## src/rtl/magnitude_estimator_pipe_pkg.sv

```systemverilog
// agc_mag_pkg: shared mode encodings and parameter sanity helper for the
// AGC envelope estimator (magnitude_estimator_pipe / mag_lane).
package agc_mag_pkg;

    typedef logic [1:0] mode_t;

    localparam mode_t MODE_L1   = 2'b00;  // mx + mn
    localparam mode_t MODE_HALF = 2'b01;  // mx + mn/2
    localparam mode_t MODE_3_8  = 2'b10;  // mx + 3/8*mn
    localparam mode_t MODE_MAX  = 2'b11;  // mx

    // The L1 sum of two W_IN-bit magnitudes needs one extra bit.
    function automatic bit widths_ok(input int w_in, input int w_out);
        return w_out >= w_in + 1;
    endfunction

endpackage

```

## src/rtl/magnitude_estimator_pipe_lane.sv

```systemverilog
// mag_lane: one I/Q channel of the envelope estimator.
//   S1 |a|,|b|  ->  S2 max/min  ->  S3 mode combine (Output lane)
//   plus the per-lane block accumulator driven by shared control from the top.
// Ports:
//   clk, rst          clock, async active-high reset
//   in_a, in_b        signed I/Q sample
//   vld_in            input valid (loads S1)
//   vld_s1, vld_s2    stage valids (load S2, S3)
//   vld_out           Output valid (accumulate enable)
//   mode              mode carried alongside the S2 data
//   restart           Clear or mode change: start a new averaging block
//   wrap              this Output completes the block
//   mag               per-lane envelope estimate
//   avg               per-lane block mean
module mag_lane
    import agc_mag_pkg::*;
#(
    parameter int W_IN     = 26,
    parameter int W_OUT    = 27,
    parameter int LOG2_AVG = 4
) (
    input  logic              clk,
    input  logic              rst,
    input  logic [W_IN-1:0]   in_a,
    input  logic [W_IN-1:0]   in_b,
    input  logic              vld_in,
    input  logic              vld_s1,
    input  logic              vld_s2,
    input  logic              vld_out,
    input  mode_t             mode,
    input  logic              restart,
    input  logic              wrap,
    output logic [W_OUT-1:0]  mag,
    output logic [W_OUT-1:0]  avg
);

    logic [W_IN-1:0]  abs_a, abs_b, mx, mn;
    logic [W_OUT-1:0] mx_e, mn_e, comb;

    // Unsigned W_IN-bit negate: -2^(W_IN-1) maps to 2^(W_IN-1) exactly.
    function automatic logic [W_IN-1:0] abs_w(input logic [W_IN-1:0] x);
        return x[W_IN-1] ? (~x + 1'b1) : x;
    endfunction

    always_comb begin
        mx_e = W_OUT'(mx);
        mn_e = W_OUT'(mn);
        case (mode)
            MODE_L1:   comb = mx_e + mn_e;
            MODE_HALF: comb = mx_e + (mn_e >> 1);
            MODE_3_8:  comb = mx_e + (mn_e >> 2) + (mn_e >> 3);
            default:   comb = mx_e;
        endcase
    end

    always_ff @(posedge clk or posedge rst) begin
        if (rst) begin
            abs_a <= '0;
            abs_b <= '0;
            mx    <= '0;
            mn    <= '0;
            mag   <= '0;
        end else begin
            if (vld_in) begin
                abs_a <= abs_w(in_a);
                abs_b <= abs_w(in_b);
            end
            if (vld_s1) begin
                mx <= (abs_a > abs_b) ? abs_a : abs_b;
                mn <= (abs_a > abs_b) ? abs_b : abs_a;
            end
            if (vld_s2)
                mag <= comb;
        end
    end

    generate
        if (LOG2_AVG > 0) begin : g_avg
            localparam int AW = W_OUT + LOG2_AVG;
            logic [AW-1:0]    acc, sum;
            logic [W_OUT-1:0] avg_r;

            assign sum = acc + AW'(mag);

            always_ff @(posedge clk or posedge rst) begin
                if (rst) begin
                    acc   <= '0;
                    avg_r <= '0;
                end else if (restart) begin
                    // a sample arriving with the restart opens the new block
                    acc <= vld_out ? AW'(mag) : '0;
                end else if (vld_out) begin
                    if (wrap) begin
                        avg_r <= W_OUT'(sum >> LOG2_AVG);
                        acc   <= '0;
                    end else begin
                        acc <= sum;
                    end
                end
            end
            assign avg = avg_r;
        end else begin : g_bypass
            assign avg = mag;
        end
    endgenerate

endmodule

```

## src/rtl/magnitude_estimator_pipe.sv

```systemverilog
// magnitude_estimator_pipe: multi-channel I/Q envelope estimator, 3-stage
// valid-tagged pipeline with optional 2^LOG2_AVG block averager.
// Ports:
//   clk, rst            clock, async active-high reset
//   Mode                00 mx+mn, 01 mx+mn/2, 10 mx+3/8mn, 11 mx
//   Clear               synchronous restart of the averaging block
//   Valid               Input_a/Input_b valid
//   Input_a, Input_b    N_CH packed signed samples
//   Valid_out_module    Output valid, Valid delayed 3 cycles
//   Output              N_CH packed unsigned envelopes
//   Valid_avg           one-cycle pulse, Output_avg updated
//   Output_avg          N_CH packed block means
module magnitude_estimator_pipe
    import agc_mag_pkg::*;
#(
    parameter int W_IN     = 26,
    parameter int W_OUT    = 27,
    parameter int N_CH     = 1,
    parameter int LOG2_AVG = 4
) (
    input  logic                    clk,
    input  logic                    rst,
    input  logic [1:0]              Mode,
    input  logic                    Clear,
    input  logic                    Valid,
    input  logic [N_CH*W_IN-1:0]    Input_a,
    input  logic [N_CH*W_IN-1:0]    Input_b,
    output logic                    Valid_out_module,
    output logic [N_CH*W_OUT-1:0]   Output,
    output logic                    Valid_avg,
    output logic [N_CH*W_OUT-1:0]   Output_avg
);

    generate
        if (!widths_ok(W_IN, W_OUT)) begin : g_bad_width
            $error("W_OUT must be at least W_IN+1");
        end
    endgenerate

    // vld_pipe[k] = data valid at the output of stage k; stage 0 is Valid itself.
    logic [3:1] vld_pipe;
    mode_t      mode_s2;    // mode travelling with the S2 data
    mode_t      mode_s3;    // mode of the sample currently on Output
    logic       mode_chg;   // Output carries a different mode than the one before
    logic       restart, wrap;

    always_ff @(posedge clk or posedge rst) begin
        if (rst) begin
            vld_pipe <= '0;
            mode_s2  <= MODE_L1;
            mode_s3  <= MODE_L1;
            mode_chg <= 1'b0;
        end else begin
            vld_pipe <= {vld_pipe[2:1], Valid};
            if (vld_pipe[1])
                mode_s2 <= Mode;
            mode_chg <= 1'b0;
            if (vld_pipe[2]) begin
                mode_s3  <= mode_s2;
                mode_chg <= (mode_s2 != mode_s3);
            end
        end
    end

    assign Valid_out_module = vld_pipe[3];
    assign restart          = Clear | mode_chg;

    generate
        if (LOG2_AVG > 0) begin : g_cnt
            localparam int CW = LOG2_AVG;
            logic [CW-1:0] cnt;
            logic          vavg;

            assign wrap = Valid_out_module && (cnt == CW'((1 << LOG2_AVG) - 1));

            always_ff @(posedge clk or posedge rst) begin
                if (rst) begin
                    cnt  <= '0;
                    vavg <= 1'b0;
                end else begin
                    vavg <= 1'b0;
                    if (restart)
                        cnt <= Valid_out_module ? CW'(1) : '0;
                    else if (Valid_out_module) begin
                        cnt  <= wrap ? '0 : cnt + CW'(1);
                        vavg <= wrap;
                    end
                end
            end
            assign Valid_avg = vavg;
        end else begin : g_nocnt
            assign wrap      = 1'b0;
            assign Valid_avg = Valid_out_module;
        end
    endgenerate

    generate
        for (genvar k = 0; k < N_CH; k++) begin : g_lane
            mag_lane #(
                .W_IN     (W_IN),
                .W_OUT    (W_OUT),
                .LOG2_AVG (LOG2_AVG)
            ) u_lane (
                .clk     (clk),
                .rst     (rst),
                .in_a    (Input_a[k*W_IN +: W_IN]),
                .in_b    (Input_b[k*W_IN +: W_IN]),
                .vld_in  (Valid),
                .vld_s1  (vld_pipe[1]),
                .vld_s2  (vld_pipe[2]),
                .vld_out (vld_pipe[3]),
                .mode    (mode_s2),
                .restart (restart),
                .wrap    (wrap),
                .mag     (Output[k*W_OUT +: W_OUT]),
                .avg     (Output_avg[k*W_OUT +: W_OUT])
            );
        end
    endgenerate

endmodule
```

## config.mk

```make
export PLATFORM = sky130hd
export DESIGN_NAME = magnitude_estimator_pipe
export DESIGN_NICKNAME = d
export VERILOG_FILES = /design/src/rtl/magnitude_estimator_pipe_pkg.sv /design/src/rtl/magnitude_estimator_pipe_lane.sv /design/src/rtl/magnitude_estimator_pipe.sv
export SDC_FILE = /design/constraint.sdc
export NUM_CORES = 1
export LEC_CHECK = 0
export CAP_MARGIN = 20
export CORE_UTILIZATION = 54
export DETAILED_ROUTE_END_ITERATION = 10
export GPL_ROUTABILITY_DRIVEN = 1
export PLACE_DENSITY_LB_ADDON = 0.1
export SLEW_MARGIN = 20
export SYNTH_ARGS = -nofsm -noshare
export SYNTH_HDL_FRONTEND = slang
export SYNTH_SLANG_ARGS = --single-unit
```

## constraint.sdc

```tcl
create_clock -name clk -period 6.6 [get_ports clk]
set_input_delay 0.66 -clock clk [delete_from_list [all_inputs] [get_ports clk]]
set_output_delay 0.66 -clock clk [all_outputs]
set_load 0.02 [all_outputs]
```

After elaboration in Yosys (flattened, before gate mapping)
Index checks and enable logic that the tools add are counted.
{"block": "classes", "add_sub_neg": 8, "magnitude_cmp": 1, "eq_ne": 4, "mux": 16, "bitwise": 4, "n_reduce_logical": 4}
{"operator": "$mux 26", "count": 4}
{"operator": "$mux 31", "count": 3}
{"operator": "$pmux 27 s3", "count": 1}
{"operator": "$add 26x1->26 const B", "count": 2}
{"operator": "$not 26->26", "count": 2}
{"operator": "$add 31x27->31", "count": 1}
{"operator": "$add 26x24->27", "count": 1}
{"operator": "$add 26x25->27", "count": 1}
{"operator": "$add 26x26->27", "count": 1}
{"operator": "$add 27x23->27", "count": 1}
{"operator": "$mux 27", "count": 1}
{"operator": "$gt 26x26->1", "count": 1}
{"operator": "$mux 4", "count": 3}
{"operator": "$add 4x1->4 const B", "count": 1}
{"operator": "$eq 4x4->1 const B", "count": 1}
{"operator": "$mux 1", "count": 4}
{"operator": "$reduce_and 3->1", "count": 1}
{"operator": "$eq 2x1->1 const B", "count": 1}
{"operator": "$eq 2x2->1 const B", "count": 1}
{"operator": "$logic_not 2->1", "count": 1}
{"operator": "$ne 2x2->1", "count": 1}
{"operator": "$reduce_bool 2->1", "count": 1}
{"operator": "$logic_and 1x1->1", "count": 1}
{"operator": "$not 1->1", "count": 1}
{"operator": "$or 1x1->1", "count": 1}
{"block": "totals", "reg_bits": 202, "out_inout_bits": 56, "word_cells": 50}

Logic depth before layout (Yosys ltp)
{"block": "depth", "ltp_word": 5, "ltp_mapped": 15, "ltp_nobuf": 13}

By module
Synthesis repeated with hierarchy kept, for this count alone.
{"block": "unflattened", "hier_cells": 1650, "hier_area_um2": 14686.6}
{"mod": "mag_lane", "n_inst": 1, "cells_each": 1608, "area_per_inst_um2": 14144.8}
{"mod": "magnitude_estimator_pipe", "n_inst": 1, "cells_each": 42, "area_per_inst_um2": 541.8}

Least setup slack after synthesis
No wires, ideal clock.
{"block": "synth_timing", "path_type": "reg2reg", "start": "register mode_s2[1]", "end": "register g_lane[0].u_lane.mag[24]", "arrival_ns": 3.624, "required_ns": 6.479, "setup_slack_ns": 2.855, "stages_incl_launch_ff": 16, "n_path_buf": 2, "period_less_slack_ns": 3.745, "cell_sequence": "dfrtp_1 > nand2b_1 > clkbuf_1 > buf_1 > mux2_2 > ha_1 > fa_1 > a211oi_1 > nor4b_1 > nor3_1 > o21a_1 > o21ai_1 > a31oi_1 > xor2_1 > o22ai_1 > o22a_1"}
{"block": "synth_via", "elab_chain_cells": 2, "word_cells_on_any_way": 4, "classes_between": "2 x eq/ne; 1 x mux; 1 x reduce/logical"}
{"item": "start, declared", "line_no": "magnitude_estimator_pipe.sv:42", "text": "mode_t mode_s2;"}
{"item": "start signal, assigned", "line_no": "magnitude_estimator_pipe.sv:56", "text": "mode_s2 <= Mode;"}
{"item": "$eq 2x2->1 (tied with other cells)", "line_no": "magnitude_estimator_pipe_lane.sv:48", "text": "case (mode)"}
{"item": "$pmux 27 s3 *", "line_no": "magnitude_estimator_pipe_lane.sv:48"}
{"item": "end signal, assigned", "line_no": "magnitude_estimator_pipe_lane.sv:73", "text": "mag <= comb;"}
{"item": "end, declared", "line_no": "magnitude_estimator_pipe_lane.sv:33", "text": "output logic [W_OUT-1:0] mag,"}
Every way passes the cells marked *; elsewhere a longest branch is shown, timed or not.
A chain may end at the register's enable or synchronous reset.

Worst setup path after layout
Same ends and word-level chain as after synthesis.

==> flow_summary_export.csv <==
group,metric,value,unit
power,ir_drop,0.1842,mV
cts,h-tree-depth,1,
global_routing,antenna_found_initial,0,
setup_path,start_kind,"flip-flop",
floorplanning,die-area,28020,um2
cts,clkTransAtPathRegs,0.07,ns
power,seqPwrFrac,24.9,%
drt,drt-total-wl,33410,um
cts,cts_root_buf,"clkbuf_16",
drt,vias,12119,
synth,yosysWarningCount,0,
power,powerDensity,436.7,nW/um2
setup_path,crit_chain,"buf_4 > nand2b_1 > mux2_2 > ha_1 > fa_1 > a211oi_1 > nor4b_1 > nor3_1 > o21a_1 > o21ai_1 > a31oi_1 > xor2_1 > o22ai_1 > o22a_1",
timing,finalWorstPathRequiredPeriod,4.448,ns
power,p_total,0.007382,W
drt,antenna_left,0,
synth,ys_async_sr_fraction,100.0,%
power,p_switching,0.003200,W
drt,drt_pass1_iterations,6,
setup_path,crit_fanout,41,
setup_path,path_buf_inv,1,
cts,cts-resized-gates,0,
finish,diodes,0,
timing,setup_viol,0,
floorplanning,die_w,167.4,um
cts,cts_buffer_depth,3,
synth,synth_area,14770,um2
setup_path,critical_path.max_stage_delay,0.61,ns
drt,drtIter0Drc,826,
drt,viasPerCell,5.812,
timing,setup_tns,0,ns
timing,slew_violations,0,
setup_path,critPathTopFamily,"compound AO/OA/AOI/OAI gates",
power,combPwrFrac,57.2,%
timing,finalHoldViolCount,0,
timing,rsz0062_at_grt,"false",
floorplanning,start_util,54.96,%
power,p_leak,7.398,nW
placed_design,post-dp-hpwl,25000,um
power,swShare,43.35,%
timing,period_share,67.40,%
setup_path,worst_setup_path_end_kind,"flip-flop",
timing,fmax,224.8,MHz
global_routing,grt_pass1_wl,56680,um
synth,ys_seq_area_share,34.22,%
finish,drive_gt1_share,6.995,%
setup_path,slowest_stage,"nand2b_1",
cts,cts.sinks,202,
finish,n_fill_cell,2410,
placed_design,io_buffers,113,
timing,clock_skew,0.01399,ns
floorplanning,die_h,167.4,um
timing,layout_setup_ws,2.152,ns
synth,syn-num-nets,1849,
floorplanning,coreArea,26880,um2
cts,clkLatencyLatePin,0.51,ns
run,drv_cap,0,
synth,ys_ff_latch,202,
drt,drc_errors,0,
synth,synth_edf_count,0,
cts,numCtsBuffers,23,
global_routing,grt_max_degree,109,
finish,nets,1921,
power,cell_internal_pwr,0.004182,W
synth,ys_types,81,
synth,syn_avg_cell_area,8.909,um2
synth,synth_ff_type,"dfrtp_1",
placed_design,post-place-ws,2.178,ns
global_routing,gr-total-overflow,0,
status,status,"complete, no violations",
timing,worst_pin_slew,1.003,ns
setup_path,arrival,4.84,ns
worst_hold_path,min_path_type,"flip-flop to flip-flop",
setup_path,critPathKind,"flip-flop to flip-flop",
power,p_clk_share,17.9,%
setup_path,required,6.99,ns
global_routing,grt_pass1_vias,11503,
global_routing,track_usage,24.31,%
cts,cts_hold_buffers,0,
timing,max_slew_margin,33.14,%
synth,synthCells,1658,
drt,wl_per_cell,16.02,um
worst_hold_path,hold_depth,2,
setup_path,worstRegToRegCells,14,
placed_design,gp_congestion,0.8977,
cts,postCtsSetupRepairBufs,0,
cts,cts_tree,"built",
finish,area_growth,14.44,%
floorplanning,pin_count,114,
setup_path,cp.depth,14,
floorplanning,rows,60,
==> layer usage <==
layer	wire length, um	up-vias	part of all wire [%]	track usage, %
met5	0	-	0	0
met4	604	0	1.8	5.784
met3	1212	48	3.6	2.529
met2	15270	248	46	40.14
met1	16320	5699	49	34.32
li1	-	6124	-	-
==> worst register-to-register path, stage by stage (launching register included) <==
cell and delay (ns):
dfrtp_1 0.33, buf_4 0.35, nand2b_1 0.62, mux2_2 0.42, ha_1 0.23, fa_1 0.43, a211oi_1 0.36, nor4b_1 0.15
nor3_1 0.34, o21a_1 0.28, o21ai_1 0.18, a31oi_1 0.24, xor2_1 0.16, o22ai_1 0.09, o22a_1 0.16
==> cell usage in the layout, fill, tap and decap left out, drive strengths merged, types with 4 or more instances in the layout <==
master and instances:
clkbuf 32, ha 107, o211ai 9, o31ai 28, o21ai 111, o22ai 4
o21a 13, mux2 40, fa 26, or3 9, clkinv 4, dfrtp 202
nand4 15, buf 15, o221ai 6, nor2b 10, clkdlybuf4s50 112, nand2 150
xor2 73, a31oi 21, nor3 19, nand2b 9, nand3 30, a21oi 203
mux2i 65, nor2 183, or4 5, o21bai 6, a211oi 21, a22o 8
o41ai 9, nor4 5, and3 11, a21o 42, inv 51, or2 4
a221oi 4, xnor2 42
==> cells in the mapped netlist, types with 4 or more instances <==
cell type | number | area (um2)
nand3_1 | 30 | 150.1
o31ai_1 | 24 | 180.2
nor4_1 | 4 | 25.02
o41ai_1 | 9 | 78.83
mux2_2 | 40 | 450.4
buf_4 | 5 | 37.54
xor2_1 | 73 | 639.4
ha_1 | 107 | 1339
a21oi_1 | 203 | 1016
o211ai_1 | 9 | 67.56
nand2b_1 | 9 | 56.30
o21bai_1 | 6 | 45.04
xnor2_1 | 42 | 367.9
o21ai_0 | 91 | 455.4
nand2_1 | 149 | 559.3
a21o_1 | 42 | 315.3
o21a_1 | 13 | 97.59
nor2b_1 | 10 | 62.56
o22ai_1 | 4 | 25.02
nor3_1 | 18 | 90.09
nor2_1 | 182 | 683.2
inv_1 | 51 | 191.4
a22o_1 | 8 | 70.07
o221ai_1 | 6 | 52.55
a31oi_1 | 21 | 131.4
o21ai_1 | 20 | 100.1
or3_1 | 7 | 43.79
nand4_1 | 15 | 93.84
dfrtp_1 | 202 | 5055
fa_1 | 26 | 520.5
and3_1 | 11 | 68.82
mux2i_1 | 65 | 650.6
clkbuf_1 | 60 | 225.2
buf_1 | 10 | 37.54
a211oi_1 | 20 | 150.1
==> power by group through the flow <==
stage          sequential, W  clock, W  combinational (W)
2_1_floorplan        0.00184         0            0.00319
3_3_place_gp         0.00185         0            0.00411
3_5_place_dp         0.00186         0            0.00417
4_1_cts              0.00184   0.00134            0.00420
5_1_grt              0.00189   0.00140            0.00470
6_report             0.00184   0.00132            0.00423
==> stage by stage <==
stage / hold WS [ns] / instances / util [%] / area, um2
6_report: 0.4768 / 2085 / 62.90 / 16910
3_3_place_gp: 0.4606 / 2046 / 59.95 / 16110
5_1_grt: 0.5102 / 2085 / 62.90 / 16910
2_1_floorplan: 0.3519 / 1658 / - / 14770
3_5_place_dp: 0.4699 / 2046 / 59.95 / 16110
4_1_cts: 0.4841 / 2085 / 62.90 / 16910
==> layout make-up <==
cell class              count  area, um2  share of cell area [%]
multi-input cells        1324       9195                   54.39
repair buffers            127       1231                   7.283
clock inverters             7      93.84                  0.5551
clock buffers              32      699.4                   4.137
well taps                 341      426.7                   2.524
inverters                  52      202.7                   1.199
flip-flops and latches    202       5056                   29.91
==> flip-flops by register name, indices dropped and copies added, names as in the netlist, 2 cells and up <==
name / count
g_lane.u_lane.mx: 26
g_lane.u_lane.abs_b: 26
g_lane.u_lane.mag: 27
g_lane.u_lane.abs_a: 26
g_lane.u_lane.mn: 26
g_lane.u_lane.g_avg.acc: 31
g_cnt.cnt: 4
mode_s2: 2
mode_s3: 2
g_lane.u_lane.avg: 27
vld_pipe: 3
==> path summary, 6_finish.rpt <==
check,from,to,slack (ns)
min in group asynchronous,rst,g_lane[0].u_lane.avg[1]$_DFFE_PP0P_,0.67
max,mode_s2[1]$_DFFE_PP0P_,g_lane[0].u_lane.mag[24]$_DFFE_PP0P_,2.15
max reg2reg,mode_s2[1]$_DFFE_PP0P_,g_lane[0].u_lane.mag[24]$_DFFE_PP0P_,2.15
min reg2reg,g_lane[0].u_lane.avg[23]$_DFFE_PP0P_,g_lane[0].u_lane.avg[23]$_DFFE_PP0P_,0.48
max in group asynchronous,rst,g_lane[0].u_lane.mag[17]$_DFFE_PP0P_,4.74
min,g_lane[0].u_lane.avg[23]$_DFFE_PP0P_,g_lane[0].u_lane.avg[23]$_DFFE_PP0P_,0.48
==> cell families (layout without fill, tap and decap cells) <==
group / count (synthesis) / after routing / synth area share (%)
compound gates: 506 / 506 / 21.04
xor+xnor: 115 / 115 / 6.819
fa+ha+maj: 133 / 133 / 12.59
buf+inv: 132 / 218 / 3.642
flops: 202 / 202 / 34.22
mux: 105 / 105 / 7.454
simple gates: 465 / 465 / 14.24
No activity file was read; power rests on OpenSTA's default activity.
